--- src/rtl/mem_bus_arbiter_if.sv ---
// Bundle of the requester-side and memory-side signals of the memory port arbiter.
// The slave modport is the arbiter's view. The master modport is the view of the CPU/IO/RAM surroundings.
interface mem_bus_arbiter_if #(
    parameter int DATA_W = 16,
    parameter int ADDR_W = 16
);
    logic [2:0]          req_valid;
    logic [2:0]          req_we;
    logic [3*ADDR_W-1:0] req_addr;
    logic [3*DATA_W-1:0] req_wdata;
    logic [2:0]          req_ready;
    logic [2:0]          resp_valid;
    logic [DATA_W-1:0]   resp_rdata;
    logic                mem_en;
    logic                mem_we;
    logic [ADDR_W-1:0]   mem_addr;
    logic [DATA_W-1:0]   mem_wdata;
    logic [DATA_W-1:0]   mem_rdata;
    logic                busy;
    logic [1:0]          grant_id;

    modport slave (
        input  req_valid, req_we, req_addr, req_wdata, mem_rdata,
        output req_ready, resp_valid, resp_rdata, mem_en, mem_we,
               mem_addr, mem_wdata, busy, grant_id
    );

    modport master (
        output req_valid, req_we, req_addr, req_wdata, mem_rdata,
        input  req_ready, resp_valid, resp_rdata, mem_en, mem_we,
               mem_addr, mem_wdata, busy, grant_id
    );
endinterface

--- src/rtl/mem_bus_arbiter.sv ---
// Round-robin arbiter that shares one memory port between fetch (0), load/store (1) and I/O/DMA (2).
// It handles one transaction at a time. The response is registered and goes back to the winner before the next accept.
module mem_bus_arbiter #(
    parameter int DATA_W  = 16,
    parameter int ADDR_W  = 16,
    parameter int MEM_LAT = 1
) (
    input  logic               clk,
    input  logic               rst_n,
    mem_bus_arbiter_if.slave   bus
);
    typedef enum logic [1:0] {IDLE, ISSUE, WAIT, RESP} state_t;

    localparam logic [1:0] LAT_INIT = 2'(MEM_LAT - 1);

    state_t     state;
    logic [1:0] last_grant;
    logic [1:0] winner;
    logic [1:0] lat_cnt;
    logic       cur_we;

    function automatic logic [1:0] rr_index(input logic [1:0] base, input int offset);
        int sum;
        sum = int'(base) + offset;
        if (sum >= 3) begin
            sum = sum - 3;
        end
        return 2'(sum);
    endfunction

    // Scan from farthest to nearest so the requester closest after last_grant takes priority.
    always_comb begin
        winner = 2'd0;
        for (int k = 3; k >= 1; k--) begin
            if (bus.req_valid[rr_index(last_grant, k)]) begin
                winner = rr_index(last_grant, k);
            end
        end
    end

    always_comb begin
        bus.req_ready = 3'b000;
        if (state == IDLE && bus.req_valid != 3'b000) begin
            bus.req_ready = 3'b001 << winner;
        end
    end

    always_ff @(posedge clk or negedge rst_n) begin
        if (!rst_n) begin
            state          <= IDLE;
            last_grant     <= 2'd2;
            lat_cnt        <= 2'd0;
            cur_we         <= 1'b0;
            bus.resp_valid <= 3'b000;
            bus.resp_rdata <= '0;
            bus.mem_en     <= 1'b0;
            bus.mem_we     <= 1'b0;
            bus.mem_addr   <= '0;
            bus.mem_wdata  <= '0;
            bus.busy       <= 1'b0;
            bus.grant_id   <= 2'd0;
        end else begin
            bus.resp_valid <= 3'b000;
            case (state)
                IDLE: begin
                    if (bus.req_valid != 3'b000) begin
                        cur_we        <= bus.req_we[winner];
                        last_grant    <= winner;
                        bus.grant_id  <= winner;
                        bus.busy      <= 1'b1;
                        bus.mem_en    <= 1'b1;
                        bus.mem_we    <= bus.req_we[winner];
                        bus.mem_addr  <= bus.req_addr[winner*ADDR_W +: ADDR_W];
                        bus.mem_wdata <= bus.req_wdata[winner*DATA_W +: DATA_W];
                        state         <= ISSUE;
                    end
                end
                ISSUE: begin
                    bus.mem_en    <= 1'b0;
                    bus.mem_we    <= 1'b0;
                    bus.mem_addr  <= '0;
                    bus.mem_wdata <= '0;
                    if (cur_we) begin
                        bus.resp_valid <= 3'b001 << bus.grant_id;
                        bus.resp_rdata <= '0;
                        state          <= RESP;
                    end else begin
                        lat_cnt <= LAT_INIT;
                        state   <= WAIT;
                    end
                end
                WAIT: begin
                    // The last WAIT cycle is MEM_LAT cycles after ISSUE, when the read data is valid.
                    if (lat_cnt == 2'd0) begin
                        bus.resp_valid <= 3'b001 << bus.grant_id;
                        bus.resp_rdata <= bus.mem_rdata;
                        state          <= RESP;
                    end else begin
                        lat_cnt <= lat_cnt - 2'd1;
                    end
                end
                RESP: begin
                    bus.resp_rdata <= '0;
                    bus.busy       <= 1'b0;
                    bus.grant_id   <= 2'd0;
                    state          <= IDLE;
                end
                default: state <= IDLE;
            endcase
        end
    end
endmodule

--- src/flat_wrapper.sv ---
// flat-port wrapper written by rule: the top's interface ports become plain ports
module mem_bus_arbiter_flat 
#(
    parameter int DATA_W  = 16,
    parameter int ADDR_W  = 16,
    parameter int MEM_LAT = 1
)
  (clk, rst_n, bus_req_valid, bus_req_we, bus_req_addr, bus_req_wdata, bus_mem_rdata, bus_req_ready, bus_resp_valid, bus_resp_rdata, bus_mem_en, bus_mem_we, bus_mem_addr, bus_mem_wdata, bus_busy, bus_grant_id);
  mem_bus_arbiter_if #(.DATA_W(DATA_W), .ADDR_W(ADDR_W)) bus_i ();
  input  logic clk;
  input  logic rst_n;
  input wire logic [$bits(bus_i.req_valid)-1:0] bus_req_valid;
  input wire logic [$bits(bus_i.req_we)-1:0] bus_req_we;
  input wire logic [$bits(bus_i.req_addr)-1:0] bus_req_addr;
  input wire logic [$bits(bus_i.req_wdata)-1:0] bus_req_wdata;
  input wire logic [$bits(bus_i.mem_rdata)-1:0] bus_mem_rdata;
  output wire logic [$bits(bus_i.req_ready)-1:0] bus_req_ready;
  output wire logic [$bits(bus_i.resp_valid)-1:0] bus_resp_valid;
  output wire logic [$bits(bus_i.resp_rdata)-1:0] bus_resp_rdata;
  output wire logic [$bits(bus_i.mem_en)-1:0] bus_mem_en;
  output wire logic [$bits(bus_i.mem_we)-1:0] bus_mem_we;
  output wire logic [$bits(bus_i.mem_addr)-1:0] bus_mem_addr;
  output wire logic [$bits(bus_i.mem_wdata)-1:0] bus_mem_wdata;
  output wire logic [$bits(bus_i.busy)-1:0] bus_busy;
  output wire logic [$bits(bus_i.grant_id)-1:0] bus_grant_id;
  assign bus_i.req_valid = bus_req_valid;
  assign bus_i.req_we = bus_req_we;
  assign bus_i.req_addr = bus_req_addr;
  assign bus_i.req_wdata = bus_req_wdata;
  assign bus_i.mem_rdata = bus_mem_rdata;
  assign bus_req_ready = bus_i.req_ready;
  assign bus_resp_valid = bus_i.resp_valid;
  assign bus_resp_rdata = bus_i.resp_rdata;
  assign bus_mem_en = bus_i.mem_en;
  assign bus_mem_we = bus_i.mem_we;
  assign bus_mem_addr = bus_i.mem_addr;
  assign bus_mem_wdata = bus_i.mem_wdata;
  assign bus_busy = bus_i.busy;
  assign bus_grant_id = bus_i.grant_id;
  mem_bus_arbiter #(.DATA_W(DATA_W), .ADDR_W(ADDR_W), .MEM_LAT(MEM_LAT)) u_core (.clk(clk), .rst_n(rst_n), .bus(bus_i));
endmodule
--- config.mk ---
export PLATFORM = sky130hd
export DESIGN_NAME = mem_bus_arbiter_flat
export DESIGN_NICKNAME = d
export VERILOG_FILES = /design/src/rtl/mem_bus_arbiter_if.sv /design/src/rtl/mem_bus_arbiter.sv /design/src/flat_wrapper.sv
export SDC_FILE = /design/constraint.sdc
export NUM_CORES = 1
export LEC_CHECK = 0
export CAP_MARGIN = 10
export CORE_MARGIN = 10
export CORE_UTILIZATION = 42
export DETAILED_ROUTE_END_ITERATION = 16
export PLACE_DENSITY_LB_ADDON = 0.1
export SYNTH_ARGS = -nofsm -noshare
export SYNTH_HDL_FRONTEND = slang
export SYNTH_SLANG_ARGS = --single-unit
--- constraint.sdc ---
create_clock -name clk -period 3.6 [get_ports clk]
set_input_delay 0.54 -clock clk [delete_from_list [all_inputs] [get_ports clk]]
set_output_delay 0.54 -clock clk [all_outputs]
set_load 0.01 [all_outputs]
* Word level (Yosys, flattened, before mapping)
Cells that the tools add are included. W data, S select, Z words.
Storage, ports and cells: bits in registers 63, input bits 120, output and inout port bits 59, word-level logic and storage cells 91
Operators by class: $add $sub $neg 7, order comparisons 7, eq/ne operators 8, shift-type cells 4, muxes and demuxes 39, reduce and logical (&&, ||, !) cells 14
Operators with widths (count):
- $shiftx A48 B7 Y16 | 2
- $mux W16 | 4
- $pmux W16 S2 | 2
- $pmux W16 S3 | 1
- $mux W2 | 11
- $lt A2 B3 Y1 const B | 4
- $ge A3 B2 Y1 const B | 3
- $mux W3 | 3
- $bmux W1 S2 | 4
- $pmux W2 S2 | 2
- $pmux W2 S4 | 1
- $reduce_and A2 Y1 | 4
- $sub A2 B1 Y2 const B | 4
- $mux W1 | 7
- $add A2 B2 Y3 const B | 2
- $ne A2 B2 Y1 const B | 3
- $pmux W1 S2 | 3
- $pmux W3 S2 | 1
- $reduce_and A3 Y1 | 2
- $reduce_bool A2 Y1 | 3
- $reduce_bool A3 Y1 | 2
- $shl A1 B2 Y3 const A | 2
- $eq A2 B2 Y1 const B | 2
- $logic_not A2 Y1 | 2
- 4 further kinds | 5

* Logic depth before layout (Yosys ltp)
word-level depth 12, gate-level depth with buffers 9, gate-level depth less buffers 7

* Worst setup path after synthesis
Ideal clock, no wire load.
path kind register to output, start register u_core.last_grant[1], end output bus_req_ready[0], arrival time 1873 ps, data required time 3060 ps, setup slack 1187 ps, cell stages (with the launch flop) 7, path buffers 0, path through dfstp_2 -> inv_1 -> ha_1 -> and4bb_2 -> o311ai_4 -> and2_0 -> and3_1
On the way: cells in the longest elaborated chain, start to end 10, elaborated cells on any way between the ends 23, those cells by class add/sub: 6; order compare: 3; shift: 1; mux: 13
RTL lines:
- from (decl) | line mem_bus_arbiter.sv:17 | logic [1:0] last_grant;
- from (signal assigned) | line mem_bus_arbiter.sv:68 | last_grant <= winner;
- $add A2 B2 Y3 | line mem_bus_arbiter.sv:24 | sum = int'(base) + offset;
- $ge A3 B2 Y1 or $sub A2 B1 Y2 (tied branches) | line mem_bus_arbiter.sv:25, mem_bus_arbiter.sv:26
- $mux W2 | line mem_bus_arbiter.sv:25 | if (sum >= 3) begin
- $bmux W1 S2 | line mem_bus_arbiter.sv:35 | if (bus.req_valid[rr_index(last_grant, k)]) begin
- $mux W1 (implied by the code) | line mem_bus_arbiter.sv:35
- $mux W2 (2 in a row) | line mem_bus_arbiter.sv:35
- $mux W2 (*) | line mem_bus_arbiter.sv:35
- $shl A1 B2 Y3 (*) | line mem_bus_arbiter.sv:44 | bus.req_ready = 3'b001 << winner;
- $mux W3 (*) | line mem_bus_arbiter.sv:43 | if (state == IDLE && bus.req_valid != 3'b000) begin
- to (decl) | line flat_wrapper.sv:17 | output wire logic [$bits(bus_i.req_ready)-1:0] bus_req_ready;
Mark *: on every way between the ends. The rest lies on a longest branch, timed or not. The select of a mux whose other input is x is not followed.

* Worst setup path after layout
Same ends and word-level chain as after synthesis.

==> flow_metrics.env <==
export IMPL_grt_setup_unrepaired="false"
export IMPL_power_mw=3.76
export IMPL_worstPathRequired_ps=3060
export IMPL_hpwl_um=8930
export IMPL_cts_buffer_depth=2
export IMPL_post_drt_wl_per_cell_um=20.2
export IMPL_cts_buffers_inserted=9
export IMPL_drc=0
export IMPL_slew_violations=0
export IMPL_cap_violations=0
export IMPL_core_um2=7250
export IMPL_slowest_delay_ps=540
export IMPL_critPathSlowestCell="dfstp_2"
export IMPL_status="complete, no violations"
export IMPL_syn_area_um2=3150
export IMPL_synth_area_top_cells="dfrtp_1 (49%), mux2i_1 (10%), a22oi_1 (7.6%)"
export IMPL_clock_sinks=63
export IMPL_ant_nets=0
export IMPL_avgViaCountPerCell=5.26
export IMPL_p_sw_mw=1.47
export IMPL_internal_power_mw=2.29
export IMPL_clk_latency_ps=340
export IMPL_grt_pass1_wl_um=17500
export IMPL_cp_num_buf_inv=2
export IMPL_worst_slew_pin_slew_ps=603
export IMPL_min_path_type="in -> async"
export IMPL_yosys_area_top_type_share_pct=49.3
export IMPL_overflow=0
export IMPL_syn_area_per_cell_um2=11.2
export IMPL_ys_seq_area_share_pct=50.1
export IMPL_dieArea_um2=11400
export IMPL_p_clk_share_pct=16.1
export IMPL_hold_buffers=0
export IMPL_pwr_share_comb_pct=53.8
export IMPL_die_w_um=107
export IMPL_worstSetupStartpointType="register"
export IMPL_drt_iter0_drc=113
export IMPL_cellPowerDensity_nw_per_um2=724
export IMPL_ys_warn_count=0
export IMPL_crit_family="simple AND/OR/NAND/NOR gates"
export IMPL_nNetsFinal=587
export IMPL_io_buffers=178
export IMPL_row_count=31
export IMPL_layout_min_cycle_time_ps=3450
export IMPL_sw_frac_of_total_pct=39.1
export IMPL_slew_headroom_pct=59.8
export IMPL_drive_above_1_share_pct=6.48
export IMPL_ctsHtreeMaxLevel=3
export IMPL_synth_top_area_cell="dfrtp_1"
export IMPL_cts_tree="yes"
export IMPL_seq_power_share_pct=30.1
export IMPL_dr_pass1_iters=4
export IMPL_setup_viol=0
export IMPL_path_clk_slew_ps=70
export IMPL_synth_top_flop_cell="dfrtp_1"
export IMPL_die_height_um=107
export IMPL_cts_root_buf="clkbuf_8"
export IMPL_crit_arrival_ps=2910
export IMPL_diodes=0
export IMPL_hold_violations=0
export IMPL_antenna_found_initial=0
export IMPL_crit_type="reg -> out"
export IMPL_grt_max_degree=38
export IMPL_netlist_instances=281
export IMPL_drt_wl_total_um=11300
export IMPL_ioPinCount=179
export IMPL_gp_congestion=0.833
export IMPL_vias=2957
export IMPL_grtUsageTotal_pct=19.4
export IMPL_syn_nets=410
export IMPL_area_growth_pct=64.8
export IMPL_synth_edff_count=0
export IMPL_postCtsSetupRepairBufs=0
export IMPL_ys_seq_elements=63
export IMPL_synth_distinct_cells=41
export IMPL_leakage_nw=2.32
export IMPL_post_cts_resized=0
export IMPL_clock_skew_final_ps=9.66
export IMPL_cp_max_fo=6
export IMPL_synthArstFlopShare_pct=100
export IMPL_vdd_drop_max_mv=0.481
export IMPL_fin_tns_setup_ps=0
export IMPL_finalCritPeriodShare_pct=96.0
export IMPL_start_util_pct=43.4
export IMPL_fmax_ghz=0.289
export IMPL_grt_pass1_vias=3089
export IMPL_path_cells="inv_1 > ha_1 > and4bb_2 > o311ai_4 > and2_0 > and3_1 > clkdlybuf4s50_1"
export IMPL_cp_end_kind="output pin"
[kinds of logic (layout without fill, tap and decap cells)]
kind of cell | Yosys count | after routing | synth area share (%)
multiplexers | 33 | 33 | 10.5
buffers and inverters | 28 | 210 | 4.77
AO/OA/AOI/OAI | 111 | 111 | 24.3
flip-flops | 63 | 63 | 50.1
adder cells (fa/ha/maj) | 9 | 9 | 3.58
AND/OR/NAND/NOR | 37 | 37 | 6.75
[path summary, 6_finish.rpt]
check	from	end	slack, ps	cells past startpoint
min in group clk	u_core.bus.resp_rdata[14]	u_core.bus.resp_rdata[14]	500	1
max in group asynchronous	rst_n	u_core.last_grant[1]	2480	2
setup reg to reg	u_core.last_grant[1]	u_core.cur_we	1180	7
setup / recovery	u_core.last_grant[1]	bus_req_ready[0]	150	7
hold / removal	rst_n	u_core.bus.mem_addr[14]	200	1
hold reg to reg	u_core.bus.resp_rdata[14]	u_core.bus.resp_rdata[14]	500	1
[worst reg2reg max path: stages, from the launching register on]
cell and delay, ps:
dfstp_2 540, inv_1 60, ha_1 350, nor3b_1 460, a21oi_4 50, buf_4 330
o211a_1 310, o31ai_1 230
[through the flow]
stage          util [%]  hold WS (ps)  cell area [um2]  instances  worst slack (ps)
2_1_floorplan         -           244             3150        281              1190
3_3_place_gp       68.8           462             4990        546               380
3_5_place_dp       68.8           492             4990        546               323
4_1_cts            71.6           211             5190        562               159
5_1_grt            71.6           245             5190        562              76.6
6_report           71.6           197             5190        562               145
[placed cells by master, fill, tap and decap left out, drive strengths merged, types with 4 or more instances in the layout]
master / instances
a22o: 17
buf: 6
nor2: 7
o21ai: 38
nand2b: 4
mux2i: 33
inv: 11
a21oi: 9
nor3: 4
dfrtp: 62
ha: 9
and2: 4
nand2: 8
clkdlybuf4s50: 177
a22oi: 32
clkbuf: 10
[cell usage after synthesis (2+ instances only)]
library cell	count
nor3b_1	3
dfrtp_1	62
nor2_1	7
buf_2	3
o211a_1	2
clkbuf_1	3
buf_6	2
and3_1	2
nor3_1	3
ha_1	9
a21oi_1	8
clkbuf_2	3
a22o_1	17
nand2b_1	4
o21ai_1	10
o21ai_0	28
o31ai_1	3
inv_1	11
and2_1	3
mux2i_1	33
buf_4	6
nand2_1	8
a21o_1	2
a22oi_1	32
[power by group through the flow]
| stage | logic (mW) | registers (mW) | clock network (mW) |
|---|---|---|---|
| floorplan | 1.06 | 1.22 | 0 |
| global placement | 2.01 | 1.12 | 0 |
| detailed placement | 2.05 | 1.14 | 0 |
| CTS | 2.06 | 1.13 | 0.622 |
| global route | 2.20 | 1.16 | 0.656 |
| finish | 2.02 | 1.13 | 0.607 |
[flip-flops by register name, summed over array words and instances, names as in the netlist, 2 cells and up]
name and count:
u_core.bus.grant_id 2, u_core.bus.mem_addr 16, u_core.bus.mem_wdata 16, u_core.bus.resp_rdata 16, u_core.bus.resp_valid 3, u_core.last_grant 2
u_core.lat_cnt 2, u_core.state 2
[area by class of cell]
| class | instances | area, um2 |
|---|---|---|
| tap | 99 | 124 |
| clock inverter | 6 | 60.1 |
| fill | 557 | 2060 |
| multi-input combinational | 190 | 1440 |
| clock buffer | 10 | 138 |
| timing repair buffer | 183 | 1810 |
| inverter | 11 | 41.3 |
| sequential | 63 | 1580 |
[metal layers]
layer / up-vias / global-route usage, % / part of all wire [%]
met5: - / 0 / 0
met1: 1405 / 24.0 / 43
met2: 131 / 32.1 / 48
met3: 12 / 6.23 / 8.5
li1: 1409 / - / -
met4: 0 / 4.93 / 0.84
(Power assumes the default switching activity.)
